==> src/rtl/qam_burst_sequencer.sv <==
// Burst timing/framing controller for the 16-QAM modulator: carrier/symbol strobes, ROM phase, I/Q symbol packing.
// Latency: strobes are combinational from the counters; SigI/SigQ/sym_valid appear the cycle after the symbol strobe.
// Backpressure: bit_ready drops once 4 bits are held and rises again when a payload symbol consumes them.
module qam_burst_sequencer #(
    parameter int CARRIER_DIV     = 2,
    parameter int SAMPLES_PER_SYM = 8,
    parameter int PHASE_W         = 5,
    parameter int PHASE_STEP      = 4,
    parameter int PREAMBLE_SYMS   = 4,
    parameter int BURST_SYMS      = 16
) (
    input  logic               clk,
    input  logic               rst,
    input  logic               start,
    input  logic               bit_in,
    input  logic               bit_valid,
    output logic               bit_ready,
    output logic               busy,
    output logic               clk_CarryWave,
    output logic               clk_level,
    output logic [PHASE_W-1:0] rom_addr,
    output logic               m_align,
    output logic [1:0]         SigI,
    output logic [1:0]         SigQ,
    output logic               sym_valid,
    output logic               underrun,
    output logic               done
);

    localparam int DIV_W   = $clog2(CARRIER_DIV);
    localparam int SAMP_W  = $clog2(SAMPLES_PER_SYM);
    localparam int SYM_MAX = (PREAMBLE_SYMS > BURST_SYMS) ? PREAMBLE_SYMS : BURST_SYMS;
    localparam int SYM_W   = $clog2(SYM_MAX + 1);

    typedef enum logic [1:0] {
        IDLE     = 2'd0,
        PREAMBLE = 2'd1,
        PAYLOAD  = 2'd2,
        FLUSH    = 2'd3
    } state_t;

    state_t               state_q, state_d;
    logic [DIV_W-1:0]     div_cnt_q, div_cnt_d;
    logic [SAMP_W-1:0]    samp_cnt_q, samp_cnt_d;
    logic [SYM_W-1:0]     sym_cnt_q, sym_cnt_d;
    logic [PHASE_W-1:0]   rom_addr_q, rom_addr_d;
    logic [3:0]           shreg_q, shreg_d;
    logic [2:0]           bit_cnt_q, bit_cnt_d;
    logic [1:0]           sig_i_q, sig_i_d;
    logic [1:0]           sig_q_q, sig_q_d;
    logic                 sym_valid_q, sym_valid_d;
    logic                 accept;

    assign busy          = (state_q != IDLE);
    assign bit_ready     = ((state_q == PREAMBLE) || (state_q == PAYLOAD)) && (bit_cnt_q < 3'd4);
    assign accept        = bit_valid && bit_ready;
    assign clk_CarryWave = busy && (div_cnt_q == DIV_W'(CARRIER_DIV - 1));
    assign clk_level     = clk_CarryWave && (samp_cnt_q == SAMP_W'(SAMPLES_PER_SYM - 1));
    assign rom_addr      = rom_addr_q;
    assign SigI          = sig_i_q;
    assign SigQ          = sig_q_q;
    assign sym_valid     = sym_valid_q;

    // Next-state: strobe counters, bit collector, burst phase sequencing and symbol loads.
    always_comb begin
        state_d     = state_q;
        div_cnt_d   = div_cnt_q;
        samp_cnt_d  = samp_cnt_q;
        sym_cnt_d   = sym_cnt_q;
        rom_addr_d  = rom_addr_q;
        shreg_d     = shreg_q;
        bit_cnt_d   = bit_cnt_q;
        sig_i_d     = sig_i_q;
        sig_q_d     = sig_q_q;
        sym_valid_d = sym_valid_q;
        m_align     = 1'b0;
        underrun    = 1'b0;
        done        = 1'b0;

        if (busy) begin
            div_cnt_d = (div_cnt_q == DIV_W'(CARRIER_DIV - 1)) ? '0 : div_cnt_q + 1'b1;
        end
        if (clk_CarryWave) begin
            rom_addr_d = rom_addr_q + PHASE_W'(PHASE_STEP);
            samp_cnt_d = (samp_cnt_q == SAMP_W'(SAMPLES_PER_SYM - 1)) ? '0 : samp_cnt_q + 1'b1;
        end
        if (accept) begin
            shreg_d   = {shreg_q[2:0], bit_in};
            bit_cnt_d = bit_cnt_q + 3'd1;
        end

        case (state_q)
            IDLE: begin
                if (start) begin
                    state_d     = PREAMBLE;
                    div_cnt_d   = '0;
                    samp_cnt_d  = '0;
                    sym_cnt_d   = '0;
                    rom_addr_d  = '0;
                    shreg_d     = '0;
                    bit_cnt_d   = '0;
                    sig_i_d     = 2'b00;
                    sig_q_d     = 2'b00;
                    sym_valid_d = 1'b0;
                end
            end
            PREAMBLE: begin
                if (clk_level) begin
                    // Alternating 00/11 training pattern, starting with 00.
                    sig_i_d     = sym_cnt_q[0] ? 2'b11 : 2'b00;
                    sig_q_d     = sym_cnt_q[0] ? 2'b11 : 2'b00;
                    sym_valid_d = 1'b1;
                    if (sym_cnt_q == SYM_W'(PREAMBLE_SYMS - 1)) begin
                        state_d   = PAYLOAD;
                        sym_cnt_d = '0;
                    end else begin
                        sym_cnt_d = sym_cnt_q + 1'b1;
                    end
                end
            end
            PAYLOAD: begin
                if (clk_level) begin
                    m_align     = (sym_cnt_q == '0);
                    sym_valid_d = 1'b1;
                    if (bit_cnt_q == 3'd4) begin
                        sig_i_d = shreg_q[3:2];
                        sig_q_d = shreg_q[1:0];
                    end else begin
                        // Short collector: send a zero symbol and drop the partial bits.
                        sig_i_d  = 2'b00;
                        sig_q_d  = 2'b00;
                        underrun = 1'b1;
                    end
                    // A bit accepted on the load edge starts the next collector.
                    shreg_d   = accept ? {3'b000, bit_in} : 4'b0000;
                    bit_cnt_d = accept ? 3'd1 : 3'd0;
                    if (sym_cnt_q == SYM_W'(BURST_SYMS - 1)) begin
                        state_d   = FLUSH;
                        sym_cnt_d = '0;
                    end else begin
                        sym_cnt_d = sym_cnt_q + 1'b1;
                    end
                end
            end
            FLUSH: begin
                if (clk_level) begin
                    if (sym_cnt_q == '0) begin
                        sig_i_d     = 2'b00;
                        sig_q_d     = 2'b00;
                        sym_valid_d = 1'b0;
                        sym_cnt_d   = sym_cnt_q + 1'b1;
                    end else begin
                        done      = 1'b1;
                        state_d   = IDLE;
                        sym_cnt_d = '0;
                    end
                end
            end
            default: state_d = IDLE;
        endcase
    end

    // State and datapath registers; reset returns everything to idle immediately.
    always_ff @(posedge clk or negedge rst) begin
        if (!rst) begin
            state_q     <= IDLE;
            div_cnt_q   <= '0;
            samp_cnt_q  <= '0;
            sym_cnt_q   <= '0;
            rom_addr_q  <= '0;
            shreg_q     <= '0;
            bit_cnt_q   <= '0;
            sig_i_q     <= '0;
            sig_q_q     <= '0;
            sym_valid_q <= 1'b0;
        end else begin
            state_q     <= state_d;
            div_cnt_q   <= div_cnt_d;
            samp_cnt_q  <= samp_cnt_d;
            sym_cnt_q   <= sym_cnt_d;
            rom_addr_q  <= rom_addr_d;
            shreg_q     <= shreg_d;
            bit_cnt_q   <= bit_cnt_d;
            sig_i_q     <= sig_i_d;
            sig_q_q     <= sig_q_d;
            sym_valid_q <= sym_valid_d;
        end
    end

endmodule

==> config.mk <==
export PLATFORM = sky130hd
export DESIGN_NAME = qam_burst_sequencer
export DESIGN_NICKNAME = d
export VERILOG_FILES = /design/src/rtl/qam_burst_sequencer.sv
export SDC_FILE = /design/constraint.sdc
export NUM_CORES = 1
export LEC_CHECK = 0
export BUFFER_PORTS_ARGS = -buffer_cell sky130_fd_sc_hd__buf_2
export CORE_UTILIZATION = 56
export DETAILED_ROUTE_END_ITERATION = 8
export GPL_ROUTABILITY_DRIVEN = 0
export MAX_ROUTING_LAYER = met4
export PLACE_DENSITY_LB_ADDON = 0.3
export SYNTH_ARGS = -nofsm -noshare
export SYNTH_HDL_FRONTEND = slang
export SYNTH_SLANG_ARGS = --single-unit
==> constraint.sdc <==
create_clock -name clk -period 3 [get_ports clk]
set_input_delay 0.3 -clock clk [delete_from_list [all_inputs] [get_ports clk]]
set_output_delay 0.3 -clock clk [all_outputs]
set_load 0.01 [all_outputs]
== Yosys cells after proc, flatten, opt, wreduce, memory -nomap -nowiden ==
Index checks and enable logic that the tools add are counted.
Cells by class
  $add $sub $neg: 5
  $lt $le $gt $ge: 1
  reduce and logical (&&, ||, !) cells: 13
  equal/unequal tests: 16
  multiplexer cells: 61
Operator list (count)
  $mux 5: 10
  $mux 2: 16
  $pmux 2 s4: 3
  $mux 3: 7
  $pmux 5 s4: 1
  $mux 1: 18
  $mux 4: 3
  $ne 2x2->1 const B: 6
  $pmux 4 s2: 1
  $reduce_and 4->1: 2
  $reduce_and 7->1: 1
  $add 3x1->3 const B: 2
  $eq 3x3->1 const B: 2
  $ne 2x1->1 const B: 3
  $pmux 3 s2: 1
  $add 5x1->5 const B: 1
  $add 5x3->5 const B: 1
  $eq 5x2->1 const B: 1
  $eq 5x4->1 const B: 1
  $logic_not 5->1: 1
  $reduce_and 5->1: 1
  $eq 2x2->1 const B: 2
  $logic_and 1x1->1: 4
  $lt 3x3->1 const B: 1
  7 further kinds: 7
Word-level totals
  logic and storage cells: 106
  register bits: 28
  output and inout bits: 17
  input port bits: 5

== Longest topological paths before layout ==
Gate-level depths: netlist of the first run.
  word-level depth: 7
  mapped depth: 11
  gate-level depth less buffers: 9

== Least setup slack after synthesis of the first run ==
OpenSTA, ideal clock, no wires.
  path type: flip-flop to flip-flop
  start: register state_q[0]
  end: register sym_cnt_q[2]
  setup slack: 0.360 ns
  setup time: 0.126 ns
  path buffers: 2
  arrival: 2.514 ns
  required time: 2.874 ns
  cell stages (with the launch flop): 12
  period minus slack after synthesis: 2.640 ns
  cell sequence: dfrtp_1 > inv_1 > ha_1 > buf_1 > inv_1 > ha_1 > buf_2 > nand2_1 > inv_1 > o21ai_1 > a2111oi_4 > a221o_1
Between the ends
  cells in the longest elaborated chain, start to end: 5
  elaborated cells on any way between the ends: 13
  those cells by class: eq/ne: 7; mux: 1; reduce/logical: 5
RTL lines
  from (decl): RTL line 42  | state_t state_q, state_d;
  from (signal assigned): RTL line 177  | state_q <= state_d;
  $reduce_bool 2->1 (*): RTL line 54  | assign busy = (state_q != IDLE);
  via busy: RTL line 18  | output logic busy,
  $logic_and 1x1->1 (*): RTL line 57  | assign clk_CarryWave = busy && (div_cnt_q == DIV_W'(CARRIER_DIV - 1));
  via clk_CarryWave: RTL line 19  | output logic clk_CarryWave,
  $logic_and 1x1->1 (*): RTL line 58  | assign clk_level = clk_CarryWave && (samp_cnt_q == SAMP_W'(SAMPLES_PER_SYM - 1));
  via clk_level: RTL line 20  | output logic clk_level,
  $ne 2x2->1 (no line)
  $reduce_and 4->1 (no line) (*)
  to (signal assigned): RTL line 180  | sym_cnt_q <= sym_cnt_d;
  to (decl): RTL line 45  | logic [SYM_W-1:0] sym_cnt_q, sym_cnt_d;
The timed path passes the listed nets; every way through them passes the cells marked *.
A chain may end at the register's enable or synchronous reset.

== Worst setup path in the final report of the first run ==
  start: register state_q[0]
  end: register sym_cnt_q[3]
Between the ends
  cells in the longest elaborated chain, start to end: 5
  elaborated cells on any way between the ends: 13
  those cells by class: eq/ne: 7; mux: 1; reduce/logical: 5
RTL lines (RTL line)
  $reduce_bool 2->1: 54
  $logic_and 1x1->1: 57
  $logic_and 1x1->1: 58
  $ne 2x2->1 (no line)
  $reduce_and 4->1 (no line)
Several ways; a longest one is shown, not always the timed one.

==> flow_metrics.env, run 1 <==
export IMPL_status="complete, no violations"
export IMPL_final_common_cell="dfrtp_1"
export IMPL_slew_violations=0
export IMPL_wl_um=3170
export IMPL_timing_hold_ws_ns=0.212
export IMPL_grt_max_degree=27
export IMPL_ys_seq_area_frac=0.416
export IMPL_syn_inst=160
export IMPL_synthFlopType="dfrtp_1"
export IMPL_final_util=0.677
export IMPL_drc=0
export IMPL_maxCapViolCount=0
export IMPL_initial_core_util=0.609
export IMPL_wl_met2_um=1630
export IMPL_overflow=0
export IMPL_endpoint_kind="register"
export IMPL_syn_avg_cell_area_um2=9.77
export IMPL_finalPower_uw=757
export IMPL_slew_limit_headroom=0.570
export IMPL_grtUsageTotal=0.258
export IMPL_yosys_warnings=0
export IMPL_rsz0062_at_grt="no"
export IMPL_p_leak_nw=0.808
export IMPL_ctsResizeCount=0
export IMPL_ys_ff_latch=26
export IMPL_htreeDepth=1
export IMPL_fp_row_count=18
export IMPL_syn_cell_area_um2=1560
export IMPL_top_layer_used="met4"
export IMPL_place_hpwl_um=2340
export IMPL_crit_slowest_cell="dfrtp_1"
export IMPL_min_path_type="in -> reg"
export IMPL_antenna_found_initial=0
export IMPL_drt_first_pass_iters=4
export IMPL_grt_pass1_vias=1235
export IMPL_synth_edf_count=0
export IMPL_finalSetupTns_ns=0
export IMPL_area_growth_syn_to_layout_pct=11.2
export IMPL_finalClockSkew_ns=0.00772
export IMPL_p_per_area_nw_per_um2=436
export IMPL_worstPathMaxFanout=10
export IMPL_portBuffers=19
export IMPL_dieArea_um2=3010
export IMPL_io_pins=22
export IMPL_worst_slew_pin_slew_ns=0.641
export IMPL_cts_path_max_buffers=2
export IMPL_cts_tree="built"
export IMPL_num_nets_final=200
export IMPL_drt_iter0_drc=18
export IMPL_die_w_um=54.8
export IMPL_peakVddDrop_uv=319
export IMPL_hold_viol=0
export IMPL_antennaDiodeCount=0
export IMPL_ant_nets=0
export IMPL_final_cells=210
export IMPL_die_h_um=54.8
export IMPL_place_inst=205
export IMPL_wl_met3_um=123
export IMPL_final_period_utilization=0.824
export IMPL_num_vias=1212
export IMPL_root_buffer="clkbuf_4"
export IMPL_numCtsBuffers=3
export IMPL_most_common_layout_cells="26 x dfrtp_1, 20 x nand2_1, 19 x buf_2"
export IMPL_wl_met1_um=1360
export IMPL_synthDistinctLibCells=42
export IMPL_critPathMaxStageDelay_ns=0.42
export IMPL_cts_clk_slew_worst_paths_ns=0.15
export IMPL_period_minus_slack_ns=2.47
export IMPL_fmaxAchievable_mhz=405
export IMPL_setup_viol=0
export IMPL_wl_per_cell_um=15.1
export IMPL_core_um2=2570
export IMPL_grt_pass1_wl_um=5350
export IMPL_cp_data_required_time_ns=3.24
export IMPL_worstPathArrival_ns=2.72
export IMPL_ys_async_sr_fraction=1.00
export IMPL_drive_above_1_share=0.178
export IMPL_clk_latency_ns=0.32
export IMPL_start_kind="register"
export IMPL_cts_sink_count=26
export IMPL_crit_top_cell="inv_1"
export IMPL_crit_type="reg -> reg"
export IMPL_via_per_inst=5.77
export IMPL_critical_path_cell_chain="inv_1 -> ha_1 -> inv_1 -> ha_1 -> nand2_1 -> inv_1 -> o21ai_1 -> or3_1 -> o211ai_1"
[routing by layer]
| layer | vias up | GRT usage |
|---|---|---|
| met5 | - | - |
| met2 | 34 | 0.442 |
| met4 | 0 | 0.0897 |
| li1 | 586 | - |
| met3 | 8 | 0.0333 |
| met1 | 584 | 0.307 |
[sequential cells by signal, indices dropped and copies added (netlist names), 2 cells and up]
signal / cells
SigI: 2
SigQ: 2
bit_cnt_q: 3
rom_addr: 3
samp_cnt_q: 3
shreg_q: 4
state_q: 2
sym_cnt_q: 5
[cell usage after synthesis, types with 3 or more instances]
cell type / number / area share
nand3_1: 4 / 0.013
nand2b_1: 4 / 0.016
mux2_2: 4 / 0.029
a21oi_1: 6 / 0.019
inv_1: 12 / 0.029
mux2i_1: 6 / 0.038
nor2b_1: 3 / 0.012
ha_1: 14 / 0.11
nand2_1: 20 / 0.048
nor2_1: 18 / 0.043
dfrtp_1: 26 / 0.42
a21boi_0: 4 / 0.019
[logic make-up after synthesis]
group / synth area share
other: 0.00240
xor gates and xnor gates: 0.0112
and+or+nand+nor: 0.173
buffers and inverters: 0.0488
adders and majority gates: 0.112
DFF: 0.416
muxes: 0.0745
AOI/OAI and AO/OA: 0.162
[worst max-delay path: cells and delay by family, from the launching register on]
kind                       cells  cell delay, ns
DFF                            1            0.42
buffers and inverters          3            0.32
adders and majority gates      2            0.62
and+or+nand+nor                2            0.59
AOI/OAI and AO/OA              2            0.44
[cell type report]
type / instances / area, um^2
fill: 217 / 830
timing repair buffer: 21 / 113
clock buffer: 3 / 22.5
clock inverter: 1 / 30.0
inverter: 12 / 45.0
tap: 30 / 37.5
multi-input combinational: 117 / 840
sequential: 26 / 651
[per-stage QoR]
| stage | setup WS [ns] | area (um^2) |
|---|---|---|
| final | 0.528 | 1740 |
| after global routing | 0.383 | 1740 |
| after CTS | 0.568 | 1740 |
| after detailed placement | 0.648 | 1680 |
| after global placement | 0.801 | 1680 |
| after floorplan | 0.360 | 1570 |
[path summary, 6_finish.rpt]
| path | startpoint | depth (start not counted) | to | slack (ns) |
|---|---|---|---|---|
| setup / recovery | state_q[0]$_DFFE_PN0P_ | 9 | sym_cnt_q[3]$_DFFE_PN0P_ | 0.53 |
| hold / removal | bit_in | 2 | shreg_q[0]$_DFF_PN0_ | 0.21 |
| setup reg to reg | state_q[0]$_DFFE_PN0P_ | 9 | sym_cnt_q[3]$_DFFE_PN0P_ | 0.53 |
| hold reg to reg | div_cnt_q$_DFF_PN0_ | 1 | div_cnt_q$_DFF_PN0_ | 0.48 |
| max in group asynchronous | rst | 2 | sym_cnt_q[1]$_DFFE_PN0P_ | 2.13 |
| min in group asynchronous | rst | 2 | bit_cnt_q[2]$_DFF_PN0_ | 0.49 |
[power breakdown]
| part | switching (mW) | internal [mW] | total, mW |
|---|---|---|---|
| Sequential | 0.0332 | 0.391 | 0.424 |
| Combinational | 0.0467 | 0.0432 | 0.0899 |
| Clock | 0.108 | 0.135 | 0.243 |
| Total | 0.188 | 0.569 | 0.757 |
[timing repair]
action / 4_1_cts / 5_1_grt
endpoints found under the hold margin: 26 / 0
setup buffers: 0 / 0
hold buffers: 1 / 0
Power figures use the tool's default switching activity.
==> run 2: changes to the inputs <==
clock period = 2.3 ns   (was 3 ns; I/O delays follow)
==> run 2 against run 1 <==
Register-to-register slack worse by 0.35 ns. Clock skew is 0.0019 ns higher. Sequential share of layout area is 0.21 points lower. Via count is 2.1% lower.
==> flow_metrics.env, run 2 (synthesis gave the netlist of run 1 again) <==
export IMPL_status="complete, no violations"
export IMPL_finalClockSkew_ns=0.00966
export IMPL_cts_path_max_buffers=2
export IMPL_grt_pass1_vias=1153
export IMPL_cts_clk_slew_worst_paths_ns=0.14
export IMPL_setup_slack_ns=0.180
export IMPL_drc=0
export IMPL_cts_tree="built"
export IMPL_place_ws_ns=0.247
export IMPL_hold_viol=0
export IMPL_drive_above_1_share=0.202
export IMPL_via_per_inst=5.57
export IMPL_portBuffers=19
export IMPL_place_hpwl_um=2300
export IMPL_wl_um=3120
export IMPL_io_pins=22
export IMPL_clk_latency_ns=0.32
export IMPL_worst_slew_pin_slew_ns=0.580
export IMPL_fill_cells=211
export IMPL_worstPathMaxFanout=5
export IMPL_grt_pass1_wl_um=4950
export IMPL_overflow=0
export IMPL_final_period_utilization=0.922
export IMPL_antennaDiodeCount=0
export IMPL_timing_hold_ws_ns=0.157
export IMPL_root_buffer="clkbuf_4"
export IMPL_ctsResizeCount=0
export IMPL_die_h_um=54.8
export IMPL_grt_max_degree=27
export IMPL_core_um2=2570
export IMPL_grtUsageTotal=0.240
export IMPL_min_path_type="in -> reg"
export IMPL_finalPower_uw=902
export IMPL_crit_type="reg -> reg"
export IMPL_p_per_area_nw_per_um2=516
export IMPL_fmaxAchievable_mhz=472
export IMPL_final_common_cell="dfrtp_1"
export IMPL_start_kind="register"
export IMPL_regToRegSetupSlack_ns=0.18
export IMPL_antenna_found_initial=0
export IMPL_die_w_um=54.8
export IMPL_place_inst=208
export IMPL_numCtsBuffers=3
export IMPL_cts_hold_buf=1
export IMPL_top_register="sym_cnt_q"
export IMPL_dieArea_um2=3010
export IMPL_slew_violations=0
export IMPL_period_minus_slack_ns=2.12
export IMPL_drt_first_pass_iters=4
export IMPL_worstPathArrival_ns=2.33
export IMPL_cts_sink_count=26
export IMPL_setup_viol=0
export IMPL_num_vias=1187
export IMPL_htreeDepth=1
export IMPL_area_growth_syn_to_layout_pct=11.8
export IMPL_most_common_layout_cells="26 x dfrtp_1, 20 x nand2_1, 19 x buf_2"
export IMPL_rsz0062_at_grt="no"
export IMPL_finalSetupTns_ns=0
export IMPL_peakVddDrop_uv=484
export IMPL_drt_iter0_drc=19
export IMPL_ant_nets=0
export IMPL_slew_limit_headroom=0.614
export IMPL_post_cts_buffers=0
export IMPL_top_regs="sym_cnt_q (5), shreg_q (4)"
export IMPL_maxCapViolCount=0
export IMPL_p_leak_nw=0.816
export IMPL_largest_reg_flops=5
export IMPL_wl_per_cell_um=14.6
export IMPL_final_cells=213
export IMPL_initial_core_util=0.609
export IMPL_endpoint_kind="register"
export IMPL_num_nets_final=203
export IMPL_cp_data_required_time_ns=2.51
export IMPL_fp_row_count=18
[run 2: changes by cell type in the layout (fill, tap and decap cells not counted), sizes merged]
cell    previous run  this run
clkbuf             3         4
bufinv             1         0
buf               20        23
[run 2: final timing paths]
check	startpoint	end	cells after the start
min in group asynchronous	rst	sym_valid$_DFFE_PN0P_	2
min reg2reg	div_cnt_q$_DFF_PN0_	div_cnt_q$_DFF_PN0_	1
max reg2reg	state_q[0]$_DFFE_PN0P_	state_q[1]$_DFFE_PN0P_	9
max	state_q[0]$_DFFE_PN0P_	state_q[1]$_DFFE_PN0P_	9
max in group asynchronous	rst	shreg_q[0]$_DFF_PN0_	2
min	bit_in	shreg_q[0]$_DFF_PN0_	2
[run 2: where the power goes]
part	leakage, nW	switching, mW	total (mW)	internal [mW]
clock network	0.0210	0.132	0.229	0.0968
logic	0.493	0.0629	0.120	0.0568
registers	0.301	0.0428	0.553	0.510
total	0.816	0.238	0.902	0.664
[run 2: layout make-up]
class / count / area, um^2 / area share
Timing Repair Buffer: 24 / 135 / 0.0773
Tap cell: 30 / 37.5 / 0.0215
Multi-Input combinational cell: 117 / 843 / 0.482
Clock buffer: 4 / 36.3 / 0.0208
Inverter: 12 / 45.0 / 0.0258
Sequential cell: 26 / 651 / 0.372
[run 2: per-layer routing]
layer	GRT usage	vias to the layer above	part of all wire
li1	-	594	-
met1	0.276	570	0.47
met2	0.432	21	0.51
met3	0.0250	2	0.020
met4	0.0769	0	0.0042
met5	-	-	0
[run 2: per-stage QoR]
step	utilization	instance area (um^2)
finish	0.681	1750
global route	0.681	1750
CTS	0.681	1750
detailed placement	0.663	1700
global placement	0.663	1700
floorplan	-	1580
[run 2: worst max-delay path, stage by stage (launching register included)]
cell,delay [ns]
dfrtp_1,0.43
inv_1,0.11
ha_1,0.22
inv_1,0.07
ha_1,0.21
nand2_1,0.13
inv_2,0.11
o21a_1,0.26
nand3_1,0.15
mux2_1,0.33
